**config.mk**
```make
export PLATFORM = sky130hd
export DESIGN_NAME = trap_csr_unit
export DESIGN_NICKNAME = d
export VERILOG_FILES = /design/src/rtl/trap_csr_unit.sv
export SDC_FILE = /design/constraint.sdc
export NUM_CORES = 1
export LEC_CHECK = 0
export BUFFER_PORTS_ARGS = -buffer_cell sky130_fd_sc_hd__buf_2
export CORE_MARGIN = 3
export CORE_UTILIZATION = 40
export CTS_CLUSTER_DIAMETER = 120
export DETAILED_ROUTE_END_ITERATION = 12
export PLACE_DENSITY = 0.68
export SLEW_MARGIN = 20
export SYNTH_ARGS = -nofsm -noshare
export SYNTH_HDL_FRONTEND = slang
export SYNTH_SLANG_ARGS = --single-unit
```
**constraint.sdc**
```tcl
create_clock -name clk -period 3.9 [get_ports clk]
set_input_delay 0.39 -clock clk [delete_from_list [all_inputs] [get_ports clk]]
set_output_delay 0.39 -clock clk [all_outputs]
set_load 0.03 [all_outputs]
```
**src/rtl/trap_csr_unit.sv**
```systemverilog
// trap_csr_unit: machine-mode CSR file plus exception / timer-interrupt / MRET / WFI sequencing.
// Redirects toward fetch are registered and pulse for exactly one cycle per event.
module trap_csr_unit #(
  parameter logic [31:0] HART_ID   = 32'd0,
  parameter logic [31:0] MTVEC_RST = 32'h0000_0100
) (
  input  logic        clk,
  input  logic        rst_n,
  input  logic        instr_valid,
  input  logic [31:0] pc_i,
  input  logic        exc_request,
  input  logic [31:0] exc_cause,
  input  logic        exc_ret,
  input  logic        wfi,
  input  logic [1:0]  csr_op,
  input  logic [11:0] csr_addr,
  input  logic [31:0] csr_wdata,
  input  logic        timer_irq,
  output logic [31:0] csr_rdata,
  output logic        illegal_csr,
  output logic        pc_redirect,
  output logic [31:0] pc_target,
  output logic        trap_taken,
  output logic        stall
);
  typedef enum logic [0:0] {ST_RUN = 1'b0, ST_WFI = 1'b1} state_t;

  localparam logic [31:0] MISA_VAL  = 32'h4000_0100;
  localparam logic [31:0] IRQ_CAUSE = 32'h8000_0007;

  state_t      stateR, stateNextS;
  logic        mstatusMieR, mstatusMpieR, mieMtieR;
  logic [31:0] mepcR, mcauseR, mscratchR, mtvecR;
  logic [63:0] mcycleR, minstretR;
  logic        pcRedirectR, trapTakenR, stallR;
  logic [31:0] pcTargetR;

  logic [31:0] rdataS, csrNewS, trapCauseS, trapEpcS, trapTargetS;
  logic        knownS, roS, illegalS, wakeS, irqPendS;
  logic        takeTrapS, isIrqS, doMretS, doCsrS, retireS;
  logic        wrCycLoS, wrCycHiS, wrInsLoS, wrInsHiS;
  logic [63:0] mcycleIncS, minstretIncS, mcycleNextS, minstretNextS;

  // CSR read mux and address classification
  always_comb begin
    rdataS = 32'd0;
    knownS = 1'b1;
    roS    = 1'b0;
    case (csr_addr)
      12'h300: rdataS = {19'd0, 2'b11, 3'd0, mstatusMpieR, 3'd0, mstatusMieR, 3'd0};
      12'h301: begin rdataS = MISA_VAL; roS = 1'b1; end
      12'h304: rdataS = {24'd0, mieMtieR, 7'd0};
      12'h305: rdataS = mtvecR;
      12'h340: rdataS = mscratchR;
      12'h341: rdataS = mepcR;
      12'h342: rdataS = mcauseR;
      12'h344: begin rdataS = {24'd0, timer_irq, 7'd0}; roS = 1'b1; end
      12'hB00: rdataS = mcycleR[31:0];
      12'hB80: rdataS = mcycleR[63:32];
      12'hB02: rdataS = minstretR[31:0];
      12'hB82: rdataS = minstretR[63:32];
      12'hF14: begin rdataS = HART_ID; roS = 1'b1; end
      default: knownS = 1'b0;
    endcase
  end

  // Set/clear with a zero operand is a pure read, so it stays legal on read-only CSRs
  assign illegalS = (csr_op != 2'd0) &&
                    (!knownS || (roS && ((csr_op == 2'd1) || (csr_wdata != 32'd0))));

  // Read-modify-write value for the addressed CSR
  always_comb begin
    csrNewS = rdataS;
    case (csr_op)
      2'd1:    csrNewS = csr_wdata;
      2'd2:    csrNewS = rdataS | csr_wdata;
      2'd3:    csrNewS = rdataS & ~csr_wdata;
      default: csrNewS = rdataS;
    endcase
  end

  assign wakeS    = mieMtieR & timer_irq;
  assign irqPendS = mstatusMieR & wakeS;

  // Event arbitration and next state
  always_comb begin
    stateNextS = stateR;
    takeTrapS  = 1'b0;
    isIrqS     = 1'b0;
    doMretS    = 1'b0;
    doCsrS     = 1'b0;
    retireS    = 1'b0;
    trapCauseS = 32'd0;
    trapEpcS   = pc_i;
    case (stateR)
      ST_RUN: begin
        if (!instr_valid) begin
          stateNextS = ST_RUN;
        end else if (exc_request || illegalS) begin
          takeTrapS  = 1'b1;
          trapCauseS = exc_request ? exc_cause : 32'd2;
        end else if (irqPendS) begin
          takeTrapS  = 1'b1;
          isIrqS     = 1'b1;
          trapCauseS = IRQ_CAUSE;
        end else begin
          retireS = 1'b1;
          if (exc_ret) begin
            doMretS = 1'b1;
          end else if (wfi) begin
            stateNextS = ST_WFI;
          end else begin
            doCsrS = (csr_op != 2'd0);
          end
        end
      end
      ST_WFI: begin
        if (!wakeS) begin
          stateNextS = ST_WFI;
        end else if (irqPendS) begin
          // The WFI itself has completed, so the return point is the next instruction
          stateNextS = ST_RUN;
          takeTrapS  = 1'b1;
          isIrqS     = 1'b1;
          trapCauseS = IRQ_CAUSE;
          trapEpcS   = pc_i + 32'd4;
        end else begin
          stateNextS = ST_RUN;
        end
      end
      default: stateNextS = ST_RUN;
    endcase
  end

  assign trapTargetS = {mtvecR[31:2], 2'b00} +
                       ((isIrqS && (mtvecR[1:0] == 2'b01)) ? 32'd28 : 32'd0);

  // A write to one counter half suppresses the carry into the other half on that edge
  assign wrCycLoS     = doCsrS && (csr_addr == 12'hB00);
  assign wrCycHiS     = doCsrS && (csr_addr == 12'hB80);
  assign wrInsLoS     = doCsrS && (csr_addr == 12'hB02);
  assign wrInsHiS     = doCsrS && (csr_addr == 12'hB82);
  assign mcycleIncS   = mcycleR + 64'd1;
  assign minstretIncS = minstretR + {63'd0, retireS};
  assign mcycleNextS  = {wrCycHiS ? csrNewS : (wrCycLoS ? mcycleR[63:32] : mcycleIncS[63:32]),
                         wrCycLoS ? csrNewS : mcycleIncS[31:0]};
  assign minstretNextS = {wrInsHiS ? csrNewS : (wrInsLoS ? minstretR[63:32] : minstretIncS[63:32]),
                          wrInsLoS ? csrNewS : minstretIncS[31:0]};

  // Architectural CSR state
  always_ff @(posedge clk or negedge rst_n) begin
    if (!rst_n) begin
      mstatusMieR  <= 1'b0;
      mstatusMpieR <= 1'b0;
      mieMtieR     <= 1'b0;
      mepcR        <= 32'd0;
      mcauseR      <= 32'd0;
      mscratchR    <= 32'd0;
      mtvecR       <= MTVEC_RST;
      mcycleR      <= 64'd0;
      minstretR    <= 64'd0;
    end else begin
      if (takeTrapS) begin
        mepcR        <= trapEpcS & 32'hFFFF_FFFC;
        mcauseR      <= trapCauseS;
        mstatusMpieR <= mstatusMieR;
        mstatusMieR  <= 1'b0;
      end else if (doMretS) begin
        mstatusMieR  <= mstatusMpieR;
        mstatusMpieR <= 1'b1;
      end else if (doCsrS) begin
        case (csr_addr)
          12'h300: begin
            mstatusMieR  <= csrNewS[3];
            mstatusMpieR <= csrNewS[7];
          end
          12'h304: mieMtieR  <= csrNewS[7];
          12'h305: mtvecR    <= csrNewS;
          12'h340: mscratchR <= csrNewS;
          12'h341: mepcR     <= csrNewS & 32'hFFFF_FFFC;
          12'h342: mcauseR   <= csrNewS;
          default: mcauseR   <= mcauseR;
        endcase
      end
      mcycleR   <= mcycleNextS;
      minstretR <= minstretNextS;
    end
  end

  // FSM state and registered fetch-side outputs
  always_ff @(posedge clk or negedge rst_n) begin
    if (!rst_n) begin
      stateR      <= ST_RUN;
      pcRedirectR <= 1'b0;
      trapTakenR  <= 1'b0;
      stallR      <= 1'b0;
      pcTargetR   <= 32'd0;
    end else begin
      stateR      <= stateNextS;
      pcRedirectR <= takeTrapS | doMretS;
      trapTakenR  <= takeTrapS;
      stallR      <= (stateNextS == ST_WFI);
      if (takeTrapS) begin
        pcTargetR <= trapTargetS;
      end else if (doMretS) begin
        pcTargetR <= mepcR;
      end
    end
  end

  assign csr_rdata   = rdataS;
  assign illegal_csr = illegalS;
  assign pc_redirect = pcRedirectR;
  assign pc_target   = pcTargetR;
  assign trap_taken  = trapTakenR;
  assign stall       = stallR;
endmodule

```
### Word-level counts from Yosys, hierarchy flattened

Cells that the tools add are included.

* add/sub/neg operators: 4
* eq/ne operators: 20
* mux-type cells: 68
* bitwise operators: 9
* reduce and logical (&&, ||, !) cells: 27

Operators by type and width (count)
* 2-to-1 mux 32 bit: 24
* one-hot mux 32 bit (12 select lines): 1
* equality test 12 x 10 -> 1 bit (second input constant): 8
* one-hot mux 32 bit (3 select lines): 1
* adder 64 x 1 -> 64 bit: 1
* adder 64 x 1 -> 64 bit (second input constant): 1
* one-hot mux 32 bit (2 select lines): 1
* equality test 12 bit (second input constant): 5
* 2-to-1 mux 1 bit: 37
* adder 32 x 3 -> 32 bit (second input constant): 1
* adder 32 x 5 -> 32 bit: 1
* bitwise AND 32 bit: 1
* NOT 32 bit: 1
* OR 32 bit: 1
* nonzero test 32 bit: 1
* OR reduction 13 bit: 1
* AND reduction 4 bit: 3
* nonzero test 2 bit: 5
* logical AND 1 bit: 7
* one-hot mux 1 bit (2 select lines): 3
* AND reduction 3 bit: 2
* nonzero test 3 bit: 2
* 2-to-1 mux 5 bit: 1
* equality test 2 x 1 -> 1 bit (second input constant): 2
* 10 further kinds: 17

* flip-flop bits (word level): 294
* bits of input ports: 117
* output and inout bits: 68
* word-level logic and storage cells: 143

### Longest topological paths before layout

* depth in word-level cells: 14
* gate-level depth with buffers: 19
* depth with buffers taken out: 16

### Worst setup path before layout

No wires, ideal clock.

* path type: input-to-reg
* from: input csr_addr[1]
* to: register pcTargetR[24] (netlist: pc_target[24])
* library setup time: 0.135 ns
* arrival: 4.459 ns
* data required time: 3.765 ns
* slack: -0.694 ns
* stages on the path: 19
* path through: buf_4 nor4b_4 nand3_1 a2111o_1 buf_4 nand3_1 a31oi_1 nor4b_1 ha_1 inv_1 fa_1 nor2b_1 or2_2 and3_1 clkbuf_1 nand3_1 nor3_1 xnor2_1 o21ai_0

* word-level cells in the longest chain between the ends: 14
* elaborated cells on any way between the ends: 36
* classes of those cells: add/sub (1); eq/ne (13); mux (13); reduce/logical (9)

RTL lines
* start, declared: line 16 `input logic [11:0] csr_addr,`
* equality test 12 bit or equality test 12 x 10 -> 1 bit (tied branches): line 49 `case (csr_addr)`
* OR reduction 13 bit (no source line) or OR reduction 3 bit (tied branches)
* 2-to-1 mux 1 bit: line 49
* logical NOT 1 bit or logical AND 1 bit (tied branches): line 69 `(!knownS || (roS && ((csr_op == 2'd1) || (csr_wdata != 32'd0))));`
* logical OR 1 bit *: line 69
* logical AND 1 bit *: line 68 `assign illegalS = (csr_op != 2'd0) &&`
* logical OR 1 bit *: line 99 `end else if (exc_request || illegalS) begin`
* 2-to-1 mux 1 bit: line 99
* 2-to-1 mux 1 bit: line 97 `if (!instr_valid) begin`
* one-hot mux 1 bit (2 select lines): line 95 `case (stateR)`
* logical AND 1 bit: line 136 `((isIrqS && (mtvecR[1:0] == 2'b01)) ? 32'd28 : 32'd0);`
* 2-to-1 mux 5 bit: line 136
* adder 32 x 5 -> 32 bit: line 135 `assign trapTargetS = {mtvecR[31:2], 2'b00} +`
* 2-to-1 mux 32 bit: line 203 `if (takeTrapS) begin`
* end signal, assigned: line 204 `pcTargetR <= trapTargetS;`
* end signal, assigned: line 206 `pcTargetR <= mepcR;`
* end, declared: line 36 `logic [31:0] pcTargetR;`

Every way passes the cells marked *; elsewhere a longest branch is shown, timed or not.
A chain may end at the register's enable or synchronous reset.

### Final worst setup path

* from: input csr_addr[1]
* to: output csr_rdata[17]

* word-level cells in the longest chain between the ends: 2
* elaborated cells on any way between the ends: 13
* classes of those cells: eq/ne (12); mux (1)

RTL lines
* equality test 12 bit or equality test 12 x 10 -> 1 bit (tied branches): line 49
* one-hot mux 32 bit (12 select lines) *: line 49
* end, declared: line 19 `output logic [31:0] csr_rdata,`

Marked as above.

==> out/metrics.csv <==
stage,metric,value,unit
outcome,status,finished clean,
routing,vias_per_cell,6.65,
synth,asyncSetResetFlopFracSynth,100,%
layout,layout.area.seq,7260,um^2
routing,iter_0_drt_violations,3273,
pwr,power.clock.fraction,43.9,%
clocking,clock_sink_total,290,
floorplan,std_cell_rows,81,
pwr,combinationalPowerShare,15.2,%
pwr,power.net_switching,0.00251,W
critical_path,critPathSlowestCell,sky130_fd_sc_hd__nor4b_4,
layout,num-fill-cells,4738,
layout,multi_input_comb_area,11900,um^2
critical_path,timing.critical_path.to_type,primary output,
min_path,hold_path_class,in -> reg,
synth,syn-cell-area,19900,um^2
sta,worst_pin_slew,1.17,ns
pwr,vdd_ir_drop_max,0.277,mV
sta,final.min_clock_period,3.86,ns
pwr,cellPowerDensity,345,nW/um^2
clocking,cts_post_setup_buffers_inserted,0,
clocking,worst_skew_pair.late_latency,0.59,ns
synth,ys_dominant_reg_cell,sky130_fd_sc_hd__dfrtp_1,
placement,hpwl,79600,um
synth,synth.yosys.warnings,0,
sta,fin_tns_setup,0,ns
routing,drt-total-wl,103000,um
clocking,cts_buffers,37,
clocking,ctsResizeCount,0,
min_path,min_from,pc_i[29],
sta,finalHoldViolations,0,
clocking,clk_pin_slew,0.06,ns
floorplan,floorplan_core_area,49000,um^2
critical_path,worstReg2RegEnd,minstretR[58]$_DFFE_PN0P_,
critical_path,cpLargestDelayFamily,simple AND/OR/NAND/NOR gates,
pwr,seq_power_share,41.0,%
critical_path,timing.critical_path.from_type,primary input,
routing,final_antenna_net_count,0,
synth,postSynthRegisterBits,290,
grt,grt.overflow.total,0,
critical_path,critical_path_arrival,3.47,ns
pwr,total_power,0.00851,W
placement,dpl_cell_area,23400,um^2
layout,post_layout_nonfiller_instances,3350,
routing,drcViolationCount,0,
grt,grt_use_total,38.2,%
min_path,worstHoldEndpoint,mepcR[29]$_DFFE_PN0P_,
pwr,leakagePower,10.4,nW
synth,synth_cell_types,105,
floorplan,die_height,229,um
sta,fin_worst_skew,0.0422,ns
floorplan,start_util,40.6,%
layout,areaGrowthSynthToFinish,24.2,%
synth,synth-edff-count,0,
critical_path,crit_required,3.51,ns
sta,hold_slack,0.116,ns
placement,globalplace.congestion,1.03,
clocking,cts_htree_levels,2,
synth,synth-seq-area-share,36.5,%
clocking,ctsRootBufferMaster,sky130_fd_sc_hd__clkbuf_16,
grt,antenna_found_initial,1,
layout,post_route_cells_drive_above_1_share,23.9,%
routing,routedWlPerCell,30.7,um
floorplan,boundary_pin_count,185,
critical_path,reg2reg_depth,16,
grt,global_route_wire_length_before_repair,148000,um
critical_path,timing.reg2reg.setup_slack,0.73,ns
placement,io_buffers,180,
min_path,holdPathStages,3,
sta,finalCritPeriodShare,98.9,%
critical_path,setup.worst_path.start,csr_addr[1],
critical_path,worst-path-max-fanout,12,
floorplan,die-width,229,um
sta,final-max-slew-violation-count,0,
pwr,cell_internal_pwr,0.00599,W
floorplan,dieArea,52400,um^2
synth,count_of_mapped_cells_out_of_synthesis,2317,
critical_path,reg2reg_from,stall$_DFF_PN0_,
layout,final_cell_area,24700,um^2
sta,max_slew_margin,21.4,%
critical_path,critical_path_class,in -> out,
clocking,ctsLongestPathBuffers,3,
routing,detailedRoute.firstPassIterationCount,9,
grt,grt_max_degree,88,
clocking,cts_tree,done,
grt,grt_pass1_vias,21100,
layout,final_net_count,2780,
sta,max_freq,259,MHz
critical_path,timing.critical_path.slowest_cell_delay,0.99,ns
placement,dp.cells,3279,
synth,syn_avg_cell_area,8.57,um^2
critical_path,worstPathCellList,buf_2 -> buf_4 -> nor4b_4 -> nand4_1 -> buf_4 -> o21ai_0 -> or4_1 -> buf_2,
job,cap_viol_max_count,0,
pwr,power.share.switching,29.5,%
clocking,cts.hold.buffers_added,1,
sta,grt_setup_unrepaired,no,
routing,via_count,22300,
sta,finalSetupViolations,0,
critical_path,cp_num_buf_inv,4,
==> worst min-delay path: stages <==
cell                       delay, ns
sky130_fd_sc_hd__buf_2          0.09
sky130_fd_sc_hd__xnor2_1        0.11
sky130_fd_sc_hd__a21boi_1       0.06
==> final cells by class <==
class,instances,area share [%]
antenna,3,0.0304
clock buffer,54,4.34
clock inverter,13,0.908
inverter,49,0.745
multi-input combinational,1814,48.1
sequential,290,29.4
tap,664,3.37
timing repair buffer,463,13.1
==> stage by stage <==
step	util [%]	setup WS (ns)
after CTS	50.4	0.203
after detailed placement	47.7	-0.303
after floorplan	-	-0.236
after global routing	50.4	0.00210
final	50.4	0.0441
after global placement	47.7	-0.245
==> cells by family (layout without fill, tap and decap cells) <==
family,after synthesis,in the layout,share of synthesized area (%)
flops,290,290,36.5
xor+xnor,117,117,5.16
mux,50,50,2.83
compound gates,758,758,26.7
simple gates,879,879,23.5
other cells,1,5,0.0189
buf+inv,214,579,4.73
fa+ha+maj,8,8,0.542
==> registers in the layout, summed over array words and instances (netlist names) <==
| name | cells |
|---|---|
| pc_redirect | 1 |
| mstatusMpieR | 1 |
| mtvecR | 32 |
| stall | 1 |
| mepcR | 30 |
| mscratchR | 32 |
| mstatusMieR | 1 |
| mcauseR | 32 |
| mieMtieR | 1 |
| minstretR | 64 |
| trap_taken | 1 |
| pc_target | 30 |
| mcycleR | 64 |
==> routing by layer <==
| layer | GRT usage, % | part of all wire (%) |
|---|---|---|
| met5 | 0.460 | 0 |
| met4 | 17.0 | 5.3 |
| met3 | 7.29 | 10 |
| met2 | 58.0 | 43 |
| met1 | 53.1 | 41 |
==> cells in the mapped netlist (all sizes together), types with 48 or more instances <==
| cell type | count | share of area, % |
|---|---|---|
| inv | 48 | 0.91 |
| o21ai | 244 | 6.2 |
| xnor2 | 77 | 3.4 |
| buf | 71 | 2.0 |
| nor3 | 49 | 1.4 |
| a22oi | 74 | 2.8 |
| a21oi | 103 | 2.7 |
| and3 | 58 | 1.8 |
| dfrtp | 289 | 36 |
| clkbuf | 94 | 1.8 |
| nand2 | 262 | 5.0 |
| nor2 | 133 | 2.5 |
| nand4 | 86 | 2.7 |
| nand3 | 121 | 3.1 |
==> placed cells by master, fill, tap and decap left out, types with 47 or more instances in the layout <==
cell type                 count
sky130_fd_sc_hd__nand3_1    116
sky130_fd_sc_hd__nor2_1     130
sky130_fd_sc_hd__a21oi_1    101
sky130_fd_sc_hd__nand2_1    260
sky130_fd_sc_hd__buf_4      267
sky130_fd_sc_hd__a22oi_1     74
sky130_fd_sc_hd__buf_2      179
sky130_fd_sc_hd__and3_1      58
sky130_fd_sc_hd__o21ai_0    211
sky130_fd_sc_hd__inv_1       47
sky130_fd_sc_hd__nand4_1     86
sky130_fd_sc_hd__xnor2_1     77
sky130_fd_sc_hd__dfrtp_1    289
==> worst max path at each step <==
stage / to / depth (start not counted)
final: csr_rdata[17] / 8
after global routing: minstretR[62]$_DFFE_PN0P_ / 17
after CTS: csr_rdata[17] / 8
after detailed placement: pc_target[24]$_DFFE_PN0N_ / 17
after global placement: pc_target[24]$_DFFE_PN0N_ / 19
after floorplan: pc_target[24]$_DFFE_PN0N_ / 19
==> power groups by stage <==
stage / Combinational, W / Clock, W / Sequential (W)
floorplan: 0.000636 / 0 / 0.00346
global placement: 0.00124 / 0 / 0.00352
detailed placement: 0.00126 / 0 / 0.00353
CTS: 0.00127 / 0.00376 / 0.00347
global route: 0.00137 / 0.00389 / 0.00351
finish: 0.00129 / 0.00373 / 0.00349
No activity file was read; power rests on OpenSTA's default activity.
